$ cat src/rtl/otter_target_gen.sv
// otter_target_gen: registered control-transfer target generator with a
// return-address stack. It computes JAL/BRANCH/JALR targets, flags
// misalignment and predicts JALR returns from a circular RAS.
module otter_target_gen #(
    parameter int XLEN      = 32,
    parameter int RAS_DEPTH = 4,
    parameter int IALIGN    = 32
) (
    input  logic                           i_clk,
    input  logic                           i_rst_n,
    input  logic                           i_valid,
    input  logic                           i_flush,
    input  logic [1:0]                     i_addr_gen_sel,
    input  logic [XLEN-1:0]                i_rfile_r_rs1,
    input  logic [XLEN-1:0]                i_immed,
    input  logic [XLEN-1:0]                i_pc_addr,
    input  logic                           i_rd_link,
    input  logic                           i_rs1_link,
    output logic                           o_valid,
    output logic [XLEN-1:0]                o_dest_addr,
    output logic                           o_misaligned,
    output logic [XLEN-1:0]                o_ras_pred,
    output logic                           o_ras_mispredict,
    output logic [$clog2(RAS_DEPTH):0]     o_ras_count
);

    localparam int PW = $clog2(RAS_DEPTH);
    localparam int CW = PW + 1;

    localparam logic [1:0] SEL_JAL  = 2'b00;
    localparam logic [1:0] SEL_JALR = 2'b01;
    localparam logic [1:0] SEL_BR   = 2'b10;
    localparam logic [1:0] SEL_NONE = 2'b11;

    // Link address step is one instruction of the configured alignment.
    localparam logic [XLEN-1:0] LINK_INC = (IALIGN == 32) ? XLEN'(4) : XLEN'(2);
    localparam logic [CW-1:0]   DEPTH_C  = CW'(RAS_DEPTH);

    logic [XLEN-1:0] ras_mem_r [RAS_DEPTH];
    logic [PW-1:0]   top_r;
    logic [CW-1:0]   count_r;

    logic            accept_s;
    logic [XLEN-1:0] pc_sum_s;
    logic [XLEN-1:0] jalr_sum_s;
    logic [XLEN-1:0] tgt_s;
    logic            mis_s;
    logic [XLEN-1:0] link_s;
    logic            push_s;
    logic            pop_s;
    logic [PW-1:0]   top_inc_s;
    logic [PW-1:0]   top_dec_s;
    logic [PW-1:0]   wr_idx_s;
    logic [XLEN-1:0] top_val_s;

    assign o_ras_count = count_r;

    // Target, misalignment and link address for the current request.
    always_comb begin
        accept_s   = i_valid && !i_flush && (i_addr_gen_sel != SEL_NONE);
        pc_sum_s   = i_pc_addr + i_immed;
        jalr_sum_s = i_rfile_r_rs1 + i_immed;
        link_s     = i_pc_addr + LINK_INC;
        case (i_addr_gen_sel)
            SEL_JALR: tgt_s = {jalr_sum_s[XLEN-1:1], 1'b0};
            SEL_JAL:  tgt_s = pc_sum_s;
            SEL_BR:   tgt_s = pc_sum_s;
            default:  tgt_s = pc_sum_s;
        endcase
        if (IALIGN == 32) begin
            mis_s = tgt_s[1];
        end else begin
            mis_s = 1'b0;
        end
    end

    // RAS action decode: a pop with a push is a replace-top; a pop on an
    // empty stack degenerates to nothing (or a plain push when linking).
    always_comb begin
        push_s = 1'b0;
        pop_s  = 1'b0;
        if (accept_s && !mis_s) begin
            case (i_addr_gen_sel)
                SEL_JAL: begin
                    push_s = i_rd_link;
                end
                SEL_JALR: begin
                    pop_s  = i_rs1_link && (count_r != {CW{1'b0}});
                    push_s = i_rd_link;
                end
                default: begin
                    push_s = 1'b0;
                    pop_s  = 1'b0;
                end
            endcase
        end else begin
            push_s = 1'b0;
            pop_s  = 1'b0;
        end
    end

    // Pointer arithmetic wraps naturally because the depth is a power of two.
    always_comb begin
        top_inc_s = top_r + PW'(1);
        top_dec_s = top_r - PW'(1);
        top_val_s = ras_mem_r[top_r];
        if (pop_s) begin
            wr_idx_s = top_r;
        end else begin
            wr_idx_s = top_inc_s;
        end
    end

    // RAS storage; contents are don't-care after reset, only the count matters.
    always_ff @(posedge i_clk) begin
        if (push_s) begin
            ras_mem_r[wr_idx_s] <= link_s;
        end
    end

    // RAS top pointer and occupancy count.
    always_ff @(posedge i_clk or negedge i_rst_n) begin
        if (!i_rst_n) begin
            top_r   <= {PW{1'b0}};
            count_r <= {CW{1'b0}};
        end else if (push_s && pop_s) begin
            top_r   <= top_r;
            count_r <= count_r;
        end else if (push_s) begin
            top_r   <= top_inc_s;
            count_r <= (count_r == DEPTH_C) ? count_r : count_r + CW'(1);
        end else if (pop_s) begin
            top_r   <= top_dec_s;
            count_r <= count_r - CW'(1);
        end
    end

    // Output stage: one-cycle presentation of the accepted request, zero otherwise.
    always_ff @(posedge i_clk or negedge i_rst_n) begin
        if (!i_rst_n) begin
            o_valid          <= 1'b0;
            o_dest_addr      <= {XLEN{1'b0}};
            o_misaligned     <= 1'b0;
            o_ras_pred       <= {XLEN{1'b0}};
            o_ras_mispredict <= 1'b0;
        end else begin
            o_valid          <= accept_s;
            o_dest_addr      <= accept_s ? tgt_s : {XLEN{1'b0}};
            o_misaligned     <= accept_s && mis_s;
            o_ras_pred       <= pop_s ? top_val_s : {XLEN{1'b0}};
            o_ras_mispredict <= pop_s && (top_val_s != tgt_s);
        end
    end

endmodule

$ cat config.mk
export PLATFORM = sky130hd
export DESIGN_NAME = otter_target_gen
export DESIGN_NICKNAME = d
export VERILOG_FILES = /design/src/rtl/otter_target_gen.sv
export SDC_FILE = /design/constraint.sdc
export NUM_CORES = 1
export LEC_CHECK = 0
export BUFFER_PORTS_ARGS = -buffer_cell sky130_fd_sc_hd__buf_2
export CELL_PAD_IN_SITES_DETAIL_PLACEMENT = 1
export CELL_PAD_IN_SITES_GLOBAL_PLACEMENT = 2
export CORE_MARGIN = 2
export CORE_UTILIZATION = 41
export DETAILED_ROUTE_END_ITERATION = 10
export GPL_TIMING_DRIVEN = 0
export HOLD_SLACK_MARGIN = 0.03
export MAX_ROUTING_LAYER = met4
export PLACE_DENSITY = 0.88
export SLEW_MARGIN = 10
export SYNTH_ARGS = -nofsm -noshare
export SYNTH_HDL_FRONTEND = slang
export SYNTH_SLANG_ARGS = --single-unit
$ cat constraint.sdc
create_clock -name i_clk -period 8.73 [get_ports i_clk]
set_input_delay 1.3095 -clock i_clk [delete_from_list [all_inputs] [get_ports i_clk]]
set_output_delay 1.3095 -clock i_clk [all_outputs]
set_load 0.05 [all_outputs]
==> qor.csv <==
metric,value,unit
seq_power_share,0.354,
worstSetupEndpointType,register,
synth.net_count,1376,
hp-class,reg2reg,
fin_tns_setup,0,ps
p_switching,1.11,mW
syn_inst,1205,
core_area,30400,um^2
vias,10700,
grt_usage,0.286,
fin_crit_sh,0.586,
post_cts_resized,0,
initial_core_util,0.415,
place_hpwl,35200,um
status,"complete, no violations",
path_cells,"buf_2, ha_1, clkbuf_1, nand4_1, nor3_1, a211oi_1, a211oi_1, a21oi_1, xnor2_1, and2_1, o21ai_0, nand4_1, nor4_1, nor2_1",
p_per_area,204,nW/um^2
slowest_stage,a211oi_1,
viasPerCell,5.90,
max_cap_viol_count,0,
grt_max_degree,37,
area_growth,16.5,%
async_reset_ff_frac,0.357,
cp_max_fo,8,
p_sw_frac,0.370,
clock_latency,440,ps
synth_ff_type,edfxtp_1,
setup_viol,0,
netlist.area_leader.share,0.304,
drive_above_1_share,0.199,
drtIter0Drc,832,
globalplace.congestion,0.885,
critPathKind,in2reg,
cts-root-buf,clkbuf_16,
cp.arrival,5410,ps
cts_setup_buffers,0,
synth_area_leaders,"edfxtp_1 (30%), dfrtp_1 (14%), ha_1 (6.3%)",
die_y,179,um
intPower,1.89,mW
fin_skew,10.6,ps
critPathMaxStageDelay,550,ps
critPathRequiredTime,9020,ps
h-tree-depth,4,
dr.pass1.iters,4,
clkPwrFrac,0.253,
synth.largest_area_cell,edfxtp_1,
drc_errors,0,
final_common_cell,buf_2,
combinationalPowerShare,0.393,
power,2.99,mW
numCtsBuffers,17,
grt_overflow,0,
final_cell_mix,"buf_2 (189), edfxtp_1 (128), nand2_1 (99)",
row_count,64,
cts.sinks,199,
synth_warnings,0,
synth_cell_type_count,77,
layout.nets,1573,
die_w,179,um
rsz0062_at_grt,false,
cts_hold_buf,0,
worst_slew_pin_slew,1110,ps
slew_violations,0,
p_leak,6.03,nW
yosysSeqAreaShare,0.445,
finalCriticalPeriod,5110,ps
ant_nets,0,
start_kind,input pin,
hold_viol_final,0,
ys_seq_elements,199,
ir_drop,0.178,mV
cts.clk_slew.worst_paths,70,ps
die_area,32200,um^2
syn_avg_cell_area,10.5,um^2
clk_path_buf_depth,2,
routedWlPerCell,24.8,um
wl,44900,um
port_buffers,173,
pin_count,174,
grt_antenna_before_repair,3,
clock.fmax,196,MHz
slew_headroom,0.255,
synth_edf_count,128,
grt_pass1_vias,11000,
grt_pass1_wl,67800,um
cts_tree,yes,
syn_area,12600,um^2
## flip-flops by register name (all words and copies together) (netlist names)
signal            flops
o_dest_addr          32
top_r                 2
ras_mem_r           128
o_valid               1
o_ras_count           3
o_ras_pred           32
o_ras_mispredict      1
## Yosys cell counts, types with 6 or more instances
| cell | count |
|---|---|
| edfxtp_1 | 128 |
| nand2_1 | 99 |
| nor2_1 | 98 |
| a21oi_1 | 85 |
| dfrtp_1 | 71 |
| ha_1 | 64 |
| xnor2_1 | 63 |
| o21ai_0 | 54 |
| nor2b_1 | 42 |
| nand4_1 | 37 |
| clkbuf_1 | 34 |
| nand3_1 | 33 |
| xor2_1 | 33 |
| mux4_2 | 30 |
| nor3_1 | 24 |
| inv_1 | 20 |
| a21o_1 | 19 |
| mux2i_1 | 18 |
| buf_2 | 17 |
| o21a_1 | 16 |
| and3_1 | 15 |
| a211oi_1 | 14 |
| or3_1 | 13 |
| o211ai_1 | 11 |
| nand3b_1 | 10 |
| and2_1 | 9 |
| nor4_1 | 9 |
| o31ai_1 | 9 |
| nand2b_1 | 8 |
| a211o_1 | 7 |
| a31oi_1 | 7 |
| buf_1 | 7 |
| o21bai_1 | 7 |
| nor3b_1 | 6 |
| o211a_1 | 6 |
## critical path, delay by kind of cell
kind                     cells  cell delay (ps)
AO/OA/AOI/OAI                4             1430
XOR/XNOR                     1              190
adder cells (fa/ha/maj)      1              280
buffers and inverters        2              500
AND/OR/NAND/NOR              6             1700
## cells by family after synthesis
family / count (synthesis) / share of synthesized area
adder cells (fa/ha/maj): 67 / 0.0682
AND/OR/NAND/NOR: 423 / 0.170
XOR/XNOR: 98 / 0.0703
flip-flops: 199 / 0.445
multiplexers: 51 / 0.0705
buffers and inverters: 80 / 0.0264
AO/OA/AOI/OAI: 287 / 0.150
## final cells by class
cell class / count / area, um^2
antenna: 3 / 7.51
buffer: 60 / 258
clock buffer: 18 / 439
clock inverter: 14 / 120
fill: 3477 / 15700
inverter: 20 / 75.1
multi-input combinational: 926 / 6700
sequential: 199 / 5620
tap: 396 / 495
timing repair buffer: 178 / 983
## metal layers
metal	global-route usage	wire length (um)	vias to the layer above
met5	-	0	-
met4	0.0524	697	0
met3	0.0472	2430	41
met2	0.485	22600	338
met1	0.365	19200	5401
li1	-	-	4929
## final timing paths
path / to / start / depth (start not counted) / slack, ps
min in group asynchronous: o_dest_addr[26] / i_rst_n / 1 / 820
hold reg to reg: o_ras_count[2] / o_ras_count[2] / 1 / 560
hold / removal: o_ras_count[2] / o_ras_count[2] / 1 / 560
max in group asynchronous: o_ras_pred[3] / i_rst_n / 2 / 7310
setup / recovery: o_ras_mispredict / i_pc_addr[12] / 14 / 3620
setup reg to reg: ras_mem_r[2][12] / top_r[1] / 7 / 4810
## power groups by stage
stage	registers, mW	logic (mW)	clock network (mW)
final	1.06	1.18	0.757
after global routing	1.06	1.26	0.805
after CTS	1.06	1.18	0.765
after detailed placement	1.08	1.16	0
after global placement	1.08	1.12	0
after floorplan	1.14	0.735	0
## stage by stage
step	worst slack [ps]	std cells	util	hold slack, ps	instance area, um^2
global placement	1550	1774	0.460	536	14000
global route	3380	1814	0.483	577	14700
CTS	3800	1811	0.483	562	14700
finish	3620	1814	0.483	557	14700
floorplan	3840	1205	-	676	12600
detailed placement	3370	1779	0.465	539	14100
(Power assumes the default switching activity.)
